**src/rtl/rx_fifo_pkg.sv**
```systemverilog
// Default geometry for the receive-side character buffer.
// The FIFO derives its pointer and count widths locally from Depth.
package rx_fifo_pkg;

  localparam int DEF_WDATA  = 8;
  localparam int DEF_DEPTH  = 16;
  localparam int DEF_THRESH = 8;

endpackage

```
**src/rtl/fifo_mem.sv**
```systemverilog
// Depth x Wdata register array: one synchronous write port, one asynchronous read port.
// Shared by the RX and TX character buffers.
module fifo_mem #(
  parameter int Wdata = 8,
  parameter int Depth = 16,
  localparam int Aw   = $clog2(Depth)
) (
  input  logic             clk,
  input  logic             wr_en,
  input  logic [Aw-1:0]    wr_addr,
  input  logic [Wdata-1:0] wr_data,
  input  logic [Aw-1:0]    rd_addr,
  output logic [Wdata-1:0] rd_data
);

  logic [Wdata-1:0] mem_reg [Depth];

  always_ff @(posedge clk) begin
    if (wr_en) begin
      mem_reg[wr_addr] <= wr_data;
    end
  end

  // Show-ahead head entry must be visible without a read cycle.
  assign rd_data = mem_reg[rd_addr];

endmodule

```
**src/rtl/rx_fifo.sv**
```systemverilog
// Receive-side character FIFO: show-ahead valid/ready read port, fill level,
// threshold interrupt and sticky overrun flag.
module rx_fifo
  import rx_fifo_pkg::*;
#(
  parameter int Wdata  = DEF_WDATA,
  parameter int Depth  = DEF_DEPTH,
  parameter int Thresh = DEF_THRESH,
  localparam int Aw    = $clog2(Depth),
  localparam int Cw    = $clog2(Depth + 1)
) (
  input  logic             CLK,
  input  logic             RST,
  input  logic [Wdata-1:0] DIN,
  input  logic             WE,
  output logic [Wdata-1:0] DOUT,
  output logic             VALID,
  input  logic             READY,
  output logic [Cw-1:0]    LEVEL,
  output logic             IRQ,
  output logic             OVR,
  input  logic             CLRO
);

  logic [Aw-1:0] rd_ptr_reg, rd_ptr_next;
  logic [Aw-1:0] wr_ptr_reg, wr_ptr_next;
  logic [Cw-1:0] count_reg, count_next;
  logic          ovr_reg, ovr_next;

  logic full;
  logic pop;
  logic push;
  logic overrun;

  assign full    = (count_reg == Cw'(Depth));
  assign pop     = VALID && READY;
  // A pop frees a slot in the same cycle, so a full FIFO still accepts a push.
  assign push    = WE && (!full || pop);
  assign overrun = WE && full && !pop;

  always_comb begin
    rd_ptr_next = rd_ptr_reg;
    wr_ptr_next = wr_ptr_reg;
    count_next  = count_reg;
    ovr_next    = ovr_reg;

    if (pop) begin
      rd_ptr_next = rd_ptr_reg + 1'b1;
    end
    if (push) begin
      wr_ptr_next = wr_ptr_reg + 1'b1;
    end

    if (push && !pop) begin
      count_next = count_reg + 1'b1;
    end else if (pop && !push) begin
      count_next = count_reg - 1'b1;
    end

    // Setting wins over clearing so an overrun is never lost.
    if (overrun) begin
      ovr_next = 1'b1;
    end else if (CLRO) begin
      ovr_next = 1'b0;
    end
  end

  always_ff @(posedge CLK) begin
    if (RST) begin
      rd_ptr_reg <= '0;
      wr_ptr_reg <= '0;
      count_reg  <= '0;
      ovr_reg    <= 1'b0;
    end else begin
      rd_ptr_reg <= rd_ptr_next;
      wr_ptr_reg <= wr_ptr_next;
      count_reg  <= count_next;
      ovr_reg    <= ovr_next;
    end
  end

  fifo_mem #(
    .Wdata (Wdata),
    .Depth (Depth)
  ) u_mem (
    .clk     (CLK),
    .wr_en   (push),
    .wr_addr (wr_ptr_reg),
    .wr_data (DIN),
    .rd_addr (rd_ptr_reg),
    .rd_data (DOUT)
  );

  assign VALID = (count_reg != '0);
  assign LEVEL = count_reg;
  assign IRQ   = (count_reg >= Cw'(Thresh));
  assign OVR   = ovr_reg;

endmodule

```
**config.mk**
```make
export PLATFORM = sky130hd
export DESIGN_NAME = rx_fifo
export DESIGN_NICKNAME = d
export VERILOG_FILES = /design/src/rtl/rx_fifo_pkg.sv /design/src/rtl/fifo_mem.sv /design/src/rtl/rx_fifo.sv
export SDC_FILE = /design/constraint.sdc
export NUM_CORES = 1
export LEC_CHECK = 0
export CAP_MARGIN = 5
export CORE_AREA = 2 2 119 121
export CTS_CLUSTER_DIAMETER = 40
export DETAILED_ROUTE_END_ITERATION = 12
export DIE_AREA = 0 0 121 123
export PLACE_DENSITY = 0.63
export SKIP_CTS_REPAIR_TIMING = 1
export SLEW_MARGIN = 20
export SYNTH_ARGS = -nofsm -noshare
export SYNTH_HDL_FRONTEND = slang
export SYNTH_SLANG_ARGS = --single-unit
export TNS_END_PERCENT = 50
```
**constraint.sdc**
```tcl
create_clock -name CLK -period 4.7 [get_ports CLK]
set_input_delay 0.705 -clock CLK [delete_from_list [all_inputs] [get_ports CLK]]
set_output_delay 0.705 -clock CLK [all_outputs]
set_load 0.03 [all_outputs]
```
==> results.md, run 1 <==
Run status:
- The flow ran to the end, and the final reports show no timing, DRC or antenna violations.

GRT:
- The number of global-route vias before repair came to 3113.
- The number of antenna violations at the first check in global routing is 0.
- Entering global routing, the biggest net connects 33 pins.
- For this run, the total global-route usage over all layers was measured as 0.1693.
- The total global routing overflow is 0.
- The first global-routing pass estimated 17.84 mm of wire.

Power and ir drop:
- Summed over all cells, the static leakage comes to 2.254 nW.
- The maximum vdd ir drop is 0.0003245 V.
- Overall power consumption after layout is estimated at 0.003757 W.
- The power density of the placed cells is 547.6 nW/um^2.

Route:
- The count of unresolved DRC violations after routing is 0.
- The detail route stage leaves a number of antenna-violating nets equal to 0.
- Dividing the detail-routed wire length by the instance count gives 20.71 um.
- The total via count after detailed routing is 2858.
- The number of detailed-route iterations in the first pass is 4.
- In the routed layout, each cell is associated on average with a via count of 5.302.
- The overall routed net length is 11.16 mm.
- The initial detailed-routing violation count is 209.

Floorplanning:
- The total die area is 14880 um^2.
- The die is 123 um tall.
- The number of placement rows is 43.
- The placeable core area is 13610 um^2.
- The die width is 121 um.
- For this design the top-level I/O count stands at 29.
- For this configuration, the core starts out at a cell density of 0.4277.

Timing:
- Setup repair after global routing left no endpoint under its margin.
- On the final layout, the worst hold slack is 557.6 ps.
- After routing, the total negative slack on setup checks comes to 0 ps.
- The final count of pins violating max slew was 0.
- The final count of hold timing violations came to 0.
- Dividing the final minimum period by the clock period gives 0.7547.
- The achievable clock frequency is 281.9 MHz.
- The worst relative slew slack is 0.4213.
- Setup violations remaining at the end of the flow were counted as 0.
- The transition at the pin with the smallest max-transition slack is 866.2 ps.
- Counting I/O delays and the setup requirement, the final critical path takes 3547 ps.
- The worst-case clock skew is 8.788 ps.

Synth:
- Counting flops and latches in the post-synthesis netlist gives 146.
- The sequential area share after synthesis is 0.7221.
- The count of unique library cells instantiated by Yosys is 37.
- After technology mapping, the gate count stands at 311.
- The synthesized netlist occupies a cell area of 5822 um^2.
- Synthesis produced a netlist with a net count of 334.
- During synthesis, Yosys emitted a total of 0 warnings.
- The average footprint of a synthesized cell is 18.72 um^2.

Placed design:
- After legalization and detailed placement, the total HPWL measured 6.893 mm.
- Input and output buffers added on the ports amount to 28.
- The placed standard-cell area is 6286 um^2.
- The placer congestion estimate is 0.7318.

Critical path:
- The category of the worst setup path launch point is a flip-flop.
- The largest driver fanout on the critical path is 18.
- The endpoint arrival time on the critical path is 2840 ps.
- At the worst endpoint, the required time is 3990 ps.
- The setup path with the least slack is of type flip-flop to primary output.
- The endpoint class of the critical path is a primary output.

Run:
- Across the run, the number of max-cap violations was 0.

Clocking:
- The post-CTS clock slew at the launch and capture registers of the worst setup and hold paths is 60 ps.
- The maximum clock path buffer count is 2.
- TritonCTS built the clock tree.
- The number of sinks on the clock net is 146.
- The tree is rooted in a sky130_fd_sc_hd__clkbuf_16.
- Clock latency on the worst-skew pair, taken at its later pin, is 420 ps.
- TritonCTS created 17 clock buffers.
- In this run the number of H-tree levels came out at 4.

Final layout:
- In the final layout, the share of cells above drive strength 1 is 0.1950.
- The area growth from synthesis to layout is 17.84%.
- Leaving out fill and tap cells, the most frequent cells in the layout are 128 x sky130_fd_sc_hd__edfxtp_1, 32 x sky130_fd_sc_hd__mux4_2, 28 x sky130_fd_sc_hd__clkdlybuf4s50_1, 18 x sky130_fd_sc_hd__nor2_1.
- The library cell used most frequently in the layout, excluding fill and tap cells, is sky130_fd_sc_hd__edfxtp_1.
- The final standard cell area without fillers is 6860 um^2.
- The antenna cell count is 0.
- The number of nets in the layout is 370.
- The final cell utilization of the core is 0.5040.
- The register with the most flip-flops in the layout has 128 of them.

Hold path:
- The type of the most critical hold path is flip-flop to flip-flop.
-- logic make-up after synthesis --
| group | count (synthesis) | synth area share |
|---|---|---|
| adders and majority gates | 10 | 0.02278 |
| xor gates and xnor gates | 8 | 0.01204 |
| and+or+nand+nor | 64 | 0.05996 |
| DFF | 146 | 0.7221 |
| muxes | 36 | 0.1309 |
| buffers and inverters | 18 | 0.01375 |
| AOI/OAI and AO/OA | 29 | 0.03847 |
-- per-stage QoR --
stage / worst slack [ps] / std cells
finish: 1153 / 539
global route: 954.8 / 539
floorplan: 1858 / 311
global placement: 1429 / 508
detailed placement: 1348 / 508
CTS: 1060 / 539
-- cell type report --
type / count / area (um^2)
repair buffers: 31 / 302.8
multi-input cells: 147 / 1538
clock inverters: 12 / 141.4
clock buffers: 19 / 432.9
flip-flops and latches: 146 / 4205
fillers: 1103 / 6751
well taps: 180 / 225.2
inverters: 4 / 15.01
-- per-layer routing --
metal / vias to the layer above / GRT usage / wire, um
li1: 1310 / - / -
met1: 1483 / 0.2056 / 4751
met2: 57 / 0.2890 / 5897
met3: 8 / 0.04843 / 426
met4: 0 / 0.06323 / 89
met5: - / 0 / 0
-- critical path, stage by stage (launching register included) --
cell and delay [ps]:
sky130_fd_sc_hd__dfxtp_2 480, sky130_fd_sc_hd__buf_4 410, sky130_fd_sc_hd__mux4_2 560, sky130_fd_sc_hd__a22oi_1 250
sky130_fd_sc_hd__nand2_1 100, sky130_fd_sc_hd__clkdlybuf4s50_1 600
-- final timing paths --
check	startpoint	end	slack [ps]	depth (start not counted)
setup / recovery	flip-flop	DOUT[7]	1150	5
hold / removal	rd_ptr_reg[2]$_SDFFE_PP0N_	rd_ptr_reg[2]$_SDFFE_PP0N_	560	2
setup reg to reg	LEVEL[0]$_SDFFE_PP0P_	LEVEL[4]$_SDFFE_PP0P_	1800	10
hold reg to reg	rd_ptr_reg[2]$_SDFFE_PP0N_	rd_ptr_reg[2]$_SDFFE_PP0N_	560	2
-- cell usage after synthesis --
cell type / number / area share
sky130_fd_sc_hd__o211ai_1: 4 / 0.0052
sky130_fd_sc_hd__ha_1: 9 / 0.019
sky130_fd_sc_hd__buf_6: 1 / 0.0019
sky130_fd_sc_hd__or2_2: 2 / 0.0021
sky130_fd_sc_hd__xor2_1: 6 / 0.0090
sky130_fd_sc_hd__a21oi_1: 4 / 0.0034
sky130_fd_sc_hd__dfxtp_1: 18 / 0.062
sky130_fd_sc_hd__a211oi_1: 1 / 0.0013
sky130_fd_sc_hd__or3_1: 1 / 0.0011
sky130_fd_sc_hd__nor2_4: 1 / 0.0019
sky130_fd_sc_hd__a22oi_1: 16 / 0.021
sky130_fd_sc_hd__edfxtp_1: 128 / 0.66
sky130_fd_sc_hd__and3_1: 2 / 0.0021
sky130_fd_sc_hd__mux2i_1: 3 / 0.0052
sky130_fd_sc_hd__clkbuf_1: 6 / 0.0039
sky130_fd_sc_hd__nor2b_1: 4 / 0.0043
sky130_fd_sc_hd__mux2_2: 1 / 0.0019
sky130_fd_sc_hd__buf_2: 4 / 0.0034
sky130_fd_sc_hd__a21o_1: 1 / 0.0013
sky130_fd_sc_hd__nand2_1: 10 / 0.0064
sky130_fd_sc_hd__nand2b_1: 1 / 0.0011
sky130_fd_sc_hd__inv_1: 4 / 0.0026
sky130_fd_sc_hd__nor4b_1: 1 / 0.0015
sky130_fd_sc_hd__nor3_1: 1 / 0.00086
sky130_fd_sc_hd__nor4bb_1: 2 / 0.0034
sky130_fd_sc_hd__fa_1: 1 / 0.0034
sky130_fd_sc_hd__nand3_1: 1 / 0.00086
sky130_fd_sc_hd__o21ai_4: 2 / 0.0056
sky130_fd_sc_hd__nor4_1: 1 / 0.0011
sky130_fd_sc_hd__nor2_1: 18 / 0.012
sky130_fd_sc_hd__nor3b_1: 1 / 0.0013
sky130_fd_sc_hd__mux4_2: 32 / 0.12
sky130_fd_sc_hd__or4_4: 1 / 0.0019
sky130_fd_sc_hd__and2_1: 17 / 0.018
sky130_fd_sc_hd__xnor2_1: 2 / 0.0030
sky130_fd_sc_hd__buf_1: 3 / 0.0019
sky130_fd_sc_hd__a31oi_1: 1 / 0.0011
-- power breakdown --
group	switching [W]	internal, W	total [W]
Clock	0.000488	0.000823	0.00131
Sequential	0.0000587	0.00147	0.00153
Combinational	0.000474	0.000442	0.000916
Total	0.00102	0.00274	0.00376
(Power assumes the default switching activity.)
==> run 2: changes to the inputs <==
PLACE_DENSITY = 0.65   (was 0.63)
clock period = 3.2 ns   (was 4.7 ns; I/O delays follow)
==> run 2 against run 1 <==
  * Wire length shrank 0.42%
  * Hold slack lost 24 ps
  * Largest cell class unchanged
  * Count of clock-buffer cells in the layout is the same
  * Global-route usage shrank 0.56 points
  * Critical endpoint unchanged
  * Die area is the same
  * Critical path type unchanged
  * Clock power grew 65%
==> results.md, run 2 (same netlist as run 1, synthesis figures left out) <==
Placed design:
- The placer congestion estimate is 0.7361 (was 0.7318).
- The pre-CTS setup slack is 161.5 ps (was 1348 ps).
- The placed standard-cell area was 6336 um^2 (was 6286 um^2).
- The placed wire-length estimate is 6.953 mm (was 6.893 mm).
- The number of cells in the design after placement is 513 (was 508).
- The number of buffers inserted by port buffering was 28 (unchanged).

Route:
- The count of unresolved DRC violations after routing was 0 (unchanged).
- The number of nets with antenna violations after routing is 0 (unchanged).
- The total via count after detailed routing is 2909 (was 2858).
- The via density per instance is 5.338 (was 5.302).
- The number of detailed-route iterations in the first pass is 4 (unchanged).
- The routed length per placed instance is 20.40 um (was 20.71 um).
- The initial detailed-routing violation count is 297 (was 209).
- The overall routed net length came to 11.12 mm (was 11.16 mm).

Final layout:
- The fraction of layout instances using a drive strength above 1 is 0.2082 (was 0.1950).
- The area growth from synthesis to layout is 20.09% (was 17.84%).
- The final standard cell area without fillers was 6992 um^2 (was 6860 um^2).
- The number of nets in the layout is 375 (was 370).
- The commonest non-fill, non-tap cell in the layout is sky130_fd_sc_hd__edfxtp_1 (unchanged).
- The sequential cell area in the final layout is 4207 um^2 (was 4205 um^2).
- The number of filler instances in the final layout was 1091 (was 1103).
- Commonest cells after routing, fill and taps aside: 128 x sky130_fd_sc_hd__edfxtp_1, 32 x sky130_fd_sc_hd__mux4_2, 28 x sky130_fd_sc_hd__clkdlybuf4s50_1, 18 x sky130_fd_sc_hd__nor2_1 (unchanged).
- The antenna cell count is 0 (unchanged).
- The number of flip-flops under the largest register name is 128 (unchanged).
- The count of placed standard cells in the final layout, fillers left out was 545 (was 539).
- The area used by multi-input combinational logic came to 1538 um^2 (unchanged).

GRT:
- The largest net degree at the start of global routing is 20 (was 33).
- The first-pass GRT wire length is 17.16 mm (was 17.84 mm).
- The total global routing overflow came to 0 (unchanged).
- The overall track demand over capacity in global routing is 0.1637 (was 0.1693).
- The number of global-route vias before repair was 3086 (was 3113).
- The number of antenna violations at the first check in global routing came to 0 (unchanged).

Critical path:
- The cell depth of the worst flop-to-flop path is 10 (unchanged).
- The count of buffer and inverter cells on the critical path is 2 (unchanged).
- The critical path's largest stage delay is 600 ps (about the same).
- The cell type group with the largest total delay on the critical path is buffers and inverters (unchanged).
- The endpoint required time on the critical path is 2720 ps (was 3990 ps).
- The largest driver fanout on the critical path is 13 (was 18).
- The endpoint of the most critical register-to-register path is LEVEL[4]$_SDFFE_PP0P_ (unchanged).
- Critical-path cell list: buf_6 > mux4_2 > a22oi_1 > nand2_1 > clkdlybuf4s50_1 (was buf_4 > mux4_2 > a22oi_1 > nand2_1 > clkdlybuf4s50_1).
- The launching point of the worst reg2reg path was LEVEL[0]$_SDFFE_PP0P_ (unchanged).
- The setup slack on the worst flop-to-flop path is 280 ps (was 1800 ps).
- The endpoint class of the critical path was a primary output (unchanged).
- The type of the worst setup path is flip-flop to primary output (unchanged).
- The slowest cell on the critical path is sky130_fd_sc_hd__clkdlybuf4s50_1 (unchanged).
- The endpoint arrival time on the critical path is 2560 ps (was 2840 ps).
- The category of the worst setup path launch point is a flip-flop (unchanged).

Power and ir drop:
- The switching share of total power came to 0.2611 (was 0.2719).
- The switching power total came to 0.001515 W (was 0.001021 W).
- The power share of the clock group is 0.373 (was 0.349).
- The share of power burned in registers is 0.387 (was 0.407).
- The total chip power is 0.005802 W (was 0.003757 W).
- The internal cell power came to 0.004287 W (was 0.002736 W).
- The power density of the placed cells is 829.9 nW/um^2 (was 547.6 nW/um^2).
- The leakage power summed over all cells is 2.321 nW (was 2.254 nW).
- The maximum vdd ir drop is 0.0005159 V (was 0.0003245 V).
- The part of the power in combinational logic was 0.240 (was 0.244).

Run:
- The count of max-cap constraint violations is 0 (unchanged).

Timing:
- The total negative slack for setup checks is 0 ps (unchanged).
- The shortest clock period the worst path allows after layout is 3039 ps.
- For this run, the top clock speed supported by timing is 329.1 MHz.
- Of the available clock period, the critical path in the final layout requires 0.9497.
- The final count of pins violating max slew was 0 (unchanged).
- The transition at the pin with the smallest max-transition slack is 701.9 ps (was 866.2 ps).
- The setup slack after layout is 161.0 ps (was 1153 ps).
- The worst-case clock skew is 4.922 ps (was 8.788 ps).
- The final count of hold timing violations is 0 (unchanged).
- Setup repair after global routing missed its margin: no (unchanged).
- The number of endpoints failing setup at the final stage was 0 (unchanged).
- The worst relative slew slack is 0.5303 (was 0.4213).

Floorplanning:
- The placeable core area is 13610 um^2 (unchanged).
- The effective utilization at floorplan was 0.4277 (unchanged).
- The total die area came to 14880 um^2 (unchanged).
- The die height was 123 um (unchanged).
- The die width came to 121 um (unchanged).
- The number of placement rows is 43 (unchanged).
- The number of I/O pins is 29 (unchanged).

Clocking:
- The clock tree from TritonCTS is built (unchanged).
- The total clock buffers created by CTS is 17 (unchanged).
- The total number of H-tree levels is 4 (unchanged).
- The cell at the root of the clock tree is sky130_fd_sc_hd__clkbuf_16 (unchanged).
- The post-CTS clock slew at the launch and capture registers of the worst setup and hold paths is 60 ps (about the same).
- The maximum clock path buffer count is 2 (unchanged).
- The number of sinks on the clock net is 146 (unchanged).
- The clock network latency to the later pin of the worst-skew pair is 420 ps (about the same).

Hold path:
- The cell depth of the worst min-delay path came to 2 (unchanged).
- The type of the most critical hold path is flip-flop to flip-flop (unchanged).
- The launch instance of the worst min-delay path was rd_ptr_reg[3]$_SDFFE_PP0N_ (was rd_ptr_reg[2]$_SDFFE_PP0N_).

Run status:
- Result of the run: finished clean (unchanged).
==> run 2: cell count changes in the layout (fill, tap and decap cells not counted), sizes merged <==
cell,previous run,this run
buf,3,8
clkinv,7,6
clkinvlp,2,1
bufinv,3,6
==> run 2: tightest hold or removal path, delay by kind of cell (launching register included) <==
family / cells / cell delay (ps)
XOR/XNOR: 1 / 70
AND/OR/NAND/NOR: 1 / 100
flip-flops: 1 / 320
==> run 2: metal layers <==
layer | part of all wire | global-route usage
met1 | 0.41 | 0.1892
met2 | 0.53 | 0.2876
met3 | 0.037 | 0.04244
met4 | 0.024 | 0.07340
met5 | 0 | 0
==> run 2: stage by stage <==
| stage | util | hold WS (ps) |
|---|---|---|
| global placement | 0.4655 | 528.2 |
| CTS | 0.5130 | 539.2 |
| detailed placement | 0.4655 | 515.2 |
| finish | 0.5137 | 534.1 |
| global route | 0.5137 | 595.1 |
| floorplan | - | 484.7 |
==> run 2: power groups by stage <==
stage	Combinational, W	Sequential [W]	Clock (W)
final	0.00139	0.00225	0.00216
after global routing	0.00151	0.00226	0.00228
after CTS	0.00141	0.00224	0.00219
after detailed placement	0.00140	0.00228	0
after global placement	0.00137	0.00227	0
after floorplan	0.000971	0.00229	0
==> run 2: cell type report <==
cell class,instances,area share
sequential,146,0.6016
multi-input combinational,147,0.2199
clock buffer,19,0.06192
timing repair buffer,36,0.05154
tap,180,0.03221
clock inverter,13,0.03060
inverter,4,0.002147
==> run 2: worst max path at each step <==
stage,from,to,slack [ps],cells after the start
floorplan,LEVEL[0]$_SDFFE_PP0P_,LEVEL[4]$_SDFFE_PP0P_,360,11
detailed placement,READY,LEVEL[4]$_SDFFE_PP0P_,160,11
CTS,flip-flop,DOUT[4],40,5
global route,flip-flop,DOUT[7],20,5
global placement,READY,LEVEL[4]$_SDFFE_PP0P_,260,11
finish,flip-flop,DOUT[7],160,5
==> run 3: changes to the inputs <==
PLACE_DENSITY = 0.63   (was 0.65)
clock period = 3 ns   (was 3.2 ns; I/O delays follow)
==> run 3 against run 2 <==
  * Worst setup slack improved by 29 ps
  * Critical path depth increased by 5
  * Cell count rose by 1.1%
  * Non-clock buffer count increased by 6
  * Global-route usage decreased by 0.31 points
  * Critical path type is now flip-flop to flip-flop
==> results.md, run 3 (same netlist as run 1, synthesis figures left out) <==
Timing:
- Derived from the worst setup path, the maximum achievable clock frequency is 355.9 MHz.
- The transition at the pin with the smallest max-transition slack was 659.5 ps (was 701.9 ps).
- The worst-case clock skew was 7.108 ps (was 4.922 ps).
- The post-route clock period utilization is 0.9366.
- After layout, the minimum clock period comes to 2810 ps.
- The worst relative slew slack was 0.5589 (was 0.5303).
- The number of endpoints failing setup at the final stage came to 0 (unchanged).
- The total negative slack for setup checks came to 0 ps (unchanged).
- Setup repair after global routing missed its margin: no (unchanged).
- The final count of hold timing violations was 0 (unchanged).
- The final count of pins violating max slew came to 0 (unchanged).
- The setup slack after layout is 190.1 ps (was 161.0 ps).

GRT:
- The first-pass GRT wire length came to 17.01 mm (was 17.16 mm).
- The overall track demand over capacity in global routing is 0.1606 (was 0.1637).
- The number of global-route vias before repair is 3049 (was 3086).
- The number of antenna violations at the first check in global routing was 0 (unchanged).
- The largest net degree at the start of global routing is 33 (was 20).
- The total global routing overflow is 0 (unchanged).

Floorplanning:
- The die width is 121 um (unchanged).
- The effective utilization at floorplan is 0.4277 (unchanged).
- The placeable core area is 13610 um^2 (unchanged).
- The number of I/O pins was 29 (unchanged).
- The total die area is 14880 um^2 (unchanged).
- The number of placement rows is 43 (unchanged).
- The die height came to 123 um (unchanged).

Power and ir drop:
- The maximum vdd ir drop is 0.0004813 V (was 0.0005159 V).
- The leakage power summed over all cells is 2.442 nW (was 2.321 nW).
- The power density of the placed cells is 889.7 nW/um^2 (was 829.9 nW/um^2).

Route:
- The initial detailed-routing violation count came to 181 (was 297).
- The routed length per placed instance is 19.85 um (was 20.40 um).
- The number of nets with antenna violations after routing is 0 (unchanged).
- The total via count after detailed routing was 2839 (was 2909).
- The via density per instance is 5.152 (was 5.338).
- The number of detailed-route iterations in the first pass is 4 (unchanged).
- The count of unresolved DRC violations after routing was 0 (unchanged).
- The overall routed net length came to 10.94 mm (was 11.12 mm).

Hold path:
- The type of the most critical hold path is flip-flop to flip-flop (unchanged).
- The launch instance of the worst min-delay path is rd_ptr_reg[3]$_SDFFE_PP0N_ (unchanged).
- The cell depth of the worst min-delay path is 2 (unchanged).

Placed design:
- The number of buffers inserted by port buffering is 28 (unchanged).
- The placed wire-length estimate is 6.929 mm (was 6.953 mm).
- The pre-CTS setup slack is 77.79 ps (was 161.5 ps).
- The placer congestion estimate came to 0.7200 (was 0.7361).

Clocking:
- The total clock buffers created by CTS is 17 (unchanged).
- The post-CTS clock slew at the launch and capture registers of the worst setup and hold paths is 60 ps (about the same).
- The clock network latency to the later pin of the worst-skew pair is 410 ps (was 420 ps).
- The cell at the root of the clock tree was sky130_fd_sc_hd__clkbuf_16 (unchanged).
- The maximum clock path buffer count came to 2 (unchanged).
- The total number of H-tree levels is 4 (unchanged).
- The clock tree from TritonCTS is built (unchanged).
- The number of sinks on the clock net is 146 (unchanged).

Critical path:
- The endpoint of the most critical register-to-register path is LEVEL[4]$_SDFFE_PP0P_ (unchanged).
- The launching point of the worst reg2reg path is LEVEL[1]$_SDFFE_PP0P_ (was LEVEL[0]$_SDFFE_PP0P_).
- The setup slack on the worst flop-to-flop path is 190 ps (was 280 ps).
- The category of the worst setup path launch point is a flip-flop (unchanged).
- The endpoint class of the critical path is a flip-flop (was primary output).
- The endpoint arrival time on the critical path came to 3110 ps (was 2560 ps).
- The endpoint required time on the critical path is 3300 ps (was 2720 ps).
- The cell depth of the worst flop-to-flop path came to 10 (unchanged).
- The type of the worst setup path is flip-flop to flip-flop (was flip-flop to primary output).
- The largest driver fanout on the critical path is 8 (was 13).

Run:
- The count of max-cap constraint violations was 0 (unchanged).

Final layout:
- The number of nets in the layout is 381 (was 375).
- The antenna cell count is 0 (unchanged).
- The fraction of layout instances using a drive strength above 1 is 0.2291 (was 0.2082).
- Commonest cells after routing, fill and taps aside: 128 x sky130_fd_sc_hd__edfxtp_1, 32 x sky130_fd_sc_hd__mux4_2, 20 x sky130_fd_sc_hd__clkdlybuf4s50_1, 18 x sky130_fd_sc_hd__nor2_1 (was 128 x sky130_fd_sc_hd__edfxtp_1, 32 x sky130_fd_sc_hd__mux4_2, 28 x sky130_fd_sc_hd__clkdlybuf4s50_1, 18 x sky130_fd_sc_hd__nor2_1).
- The number of flip-flops under the largest register name is 128 (unchanged).
- The commonest non-fill, non-tap cell in the layout is sky130_fd_sc_hd__edfxtp_1 (unchanged).
- The area growth from synthesis to layout is 22.24% (was 20.09%).

Run status:
- Result of the run: finished clean (unchanged).
run 3: changes by cell type in the layout (fill, tap and decap cells not counted), moves of 2 or more:
cell / before / now
sky130_fd_sc_hd__dlymetal6s2s_1: 0 / 7
sky130_fd_sc_hd__buf_12: 1 / 3
sky130_fd_sc_hd__buf_4: 5 / 12
sky130_fd_sc_hd__clkdlybuf4s50_1: 28 / 20
sky130_fd_sc_hd__clkbuf_8: 0 / 2
sky130_fd_sc_hd__buf_6: 2 / 0
sky130_fd_sc_hd__clkinv_1: 3 / 0
run 3: power by group:
group          internal [W]  leakage (nW)  switching [W]
Combinational      0.000743         0.804       0.000745
Clock               0.00169         0.334       0.000761
Sequential          0.00230          1.30      0.0000914
Total               0.00473          2.44        0.00160
run 3: layout make-up:
cell class	instances	area, um^2
multi-input combinational	147	1541
tap	180	225.2
inverter	4	15.01
clock buffer	22	464.2
fill	1078	6495
clock inverter	10	227.7
timing repair buffer	42	437.9
sequential	146	4205
run 3: how the worst max path moves through the flow:
stage | from | to | slack, ps | cells past startpoint
2_1_floorplan | LEVEL[0]$_SDFFE_PP0P_ | LEVEL[4]$_SDFFE_PP0P_ | 160 | 11
3_3_place_gp | READY | LEVEL[4]$_SDFFE_PP0P_ | 170 | 11
3_5_place_dp | READY | LEVEL[4]$_SDFFE_PP0P_ | 80 | 11
4_1_cts | flip-flop | DOUT[6] | -110 | 5
5_1_grt | LEVEL[1]$_SDFFE_PP0P_ | LEVEL[4]$_SDFFE_PP0P_ | 30 | 10
6_report | LEVEL[1]$_SDFFE_PP0P_ | LEVEL[4]$_SDFFE_PP0P_ | 190 | 10
run 3: layer usage:
metal / track usage / part of all wire
met3: 0.03736 / 0.036
met4: 0.07340 / 0.018
met1: 0.2006 / 0.44
met2: 0.2679 / 0.51
met5: 0 / 0
run 3: worst max-delay path: stages (launching register included):
cell                       delay (ps)
sky130_fd_sc_hd__dfxtp_1          350
sky130_fd_sc_hd__or4_4            620
sky130_fd_sc_hd__o21ai_4          220
sky130_fd_sc_hd__inv_1             60
sky130_fd_sc_hd__ha_1             200
sky130_fd_sc_hd__inv_1            150
sky130_fd_sc_hd__ha_1             310
sky130_fd_sc_hd__a21oi_2          160
sky130_fd_sc_hd__a211oi_1          90
sky130_fd_sc_hd__a31oi_1          180
sky130_fd_sc_hd__mux2_2           350
run 3: per-stage QoR:
| stage | power (W) | std cells | hold slack, ps | area [um^2] | utilization |
|---|---|---|---|---|---|
| 5_1_grt | 0.006589 | 551 | 587.7 | 7117 | 0.5228 |
| 4_1_cts | 0.006401 | 551 | 538.2 | 7096 | 0.5213 |
| 2_1_floorplan | 0.003476 | 311 | 484.7 | 5822 | - |
| 6_report | 0.006332 | 551 | 536.3 | 7117 | 0.5228 |
| 3_5_place_dp | 0.003955 | 519 | 526.0 | 6404 | 0.4704 |
| 3_3_place_gp | 0.003937 | 519 | 527.0 | 6404 | 0.4704 |
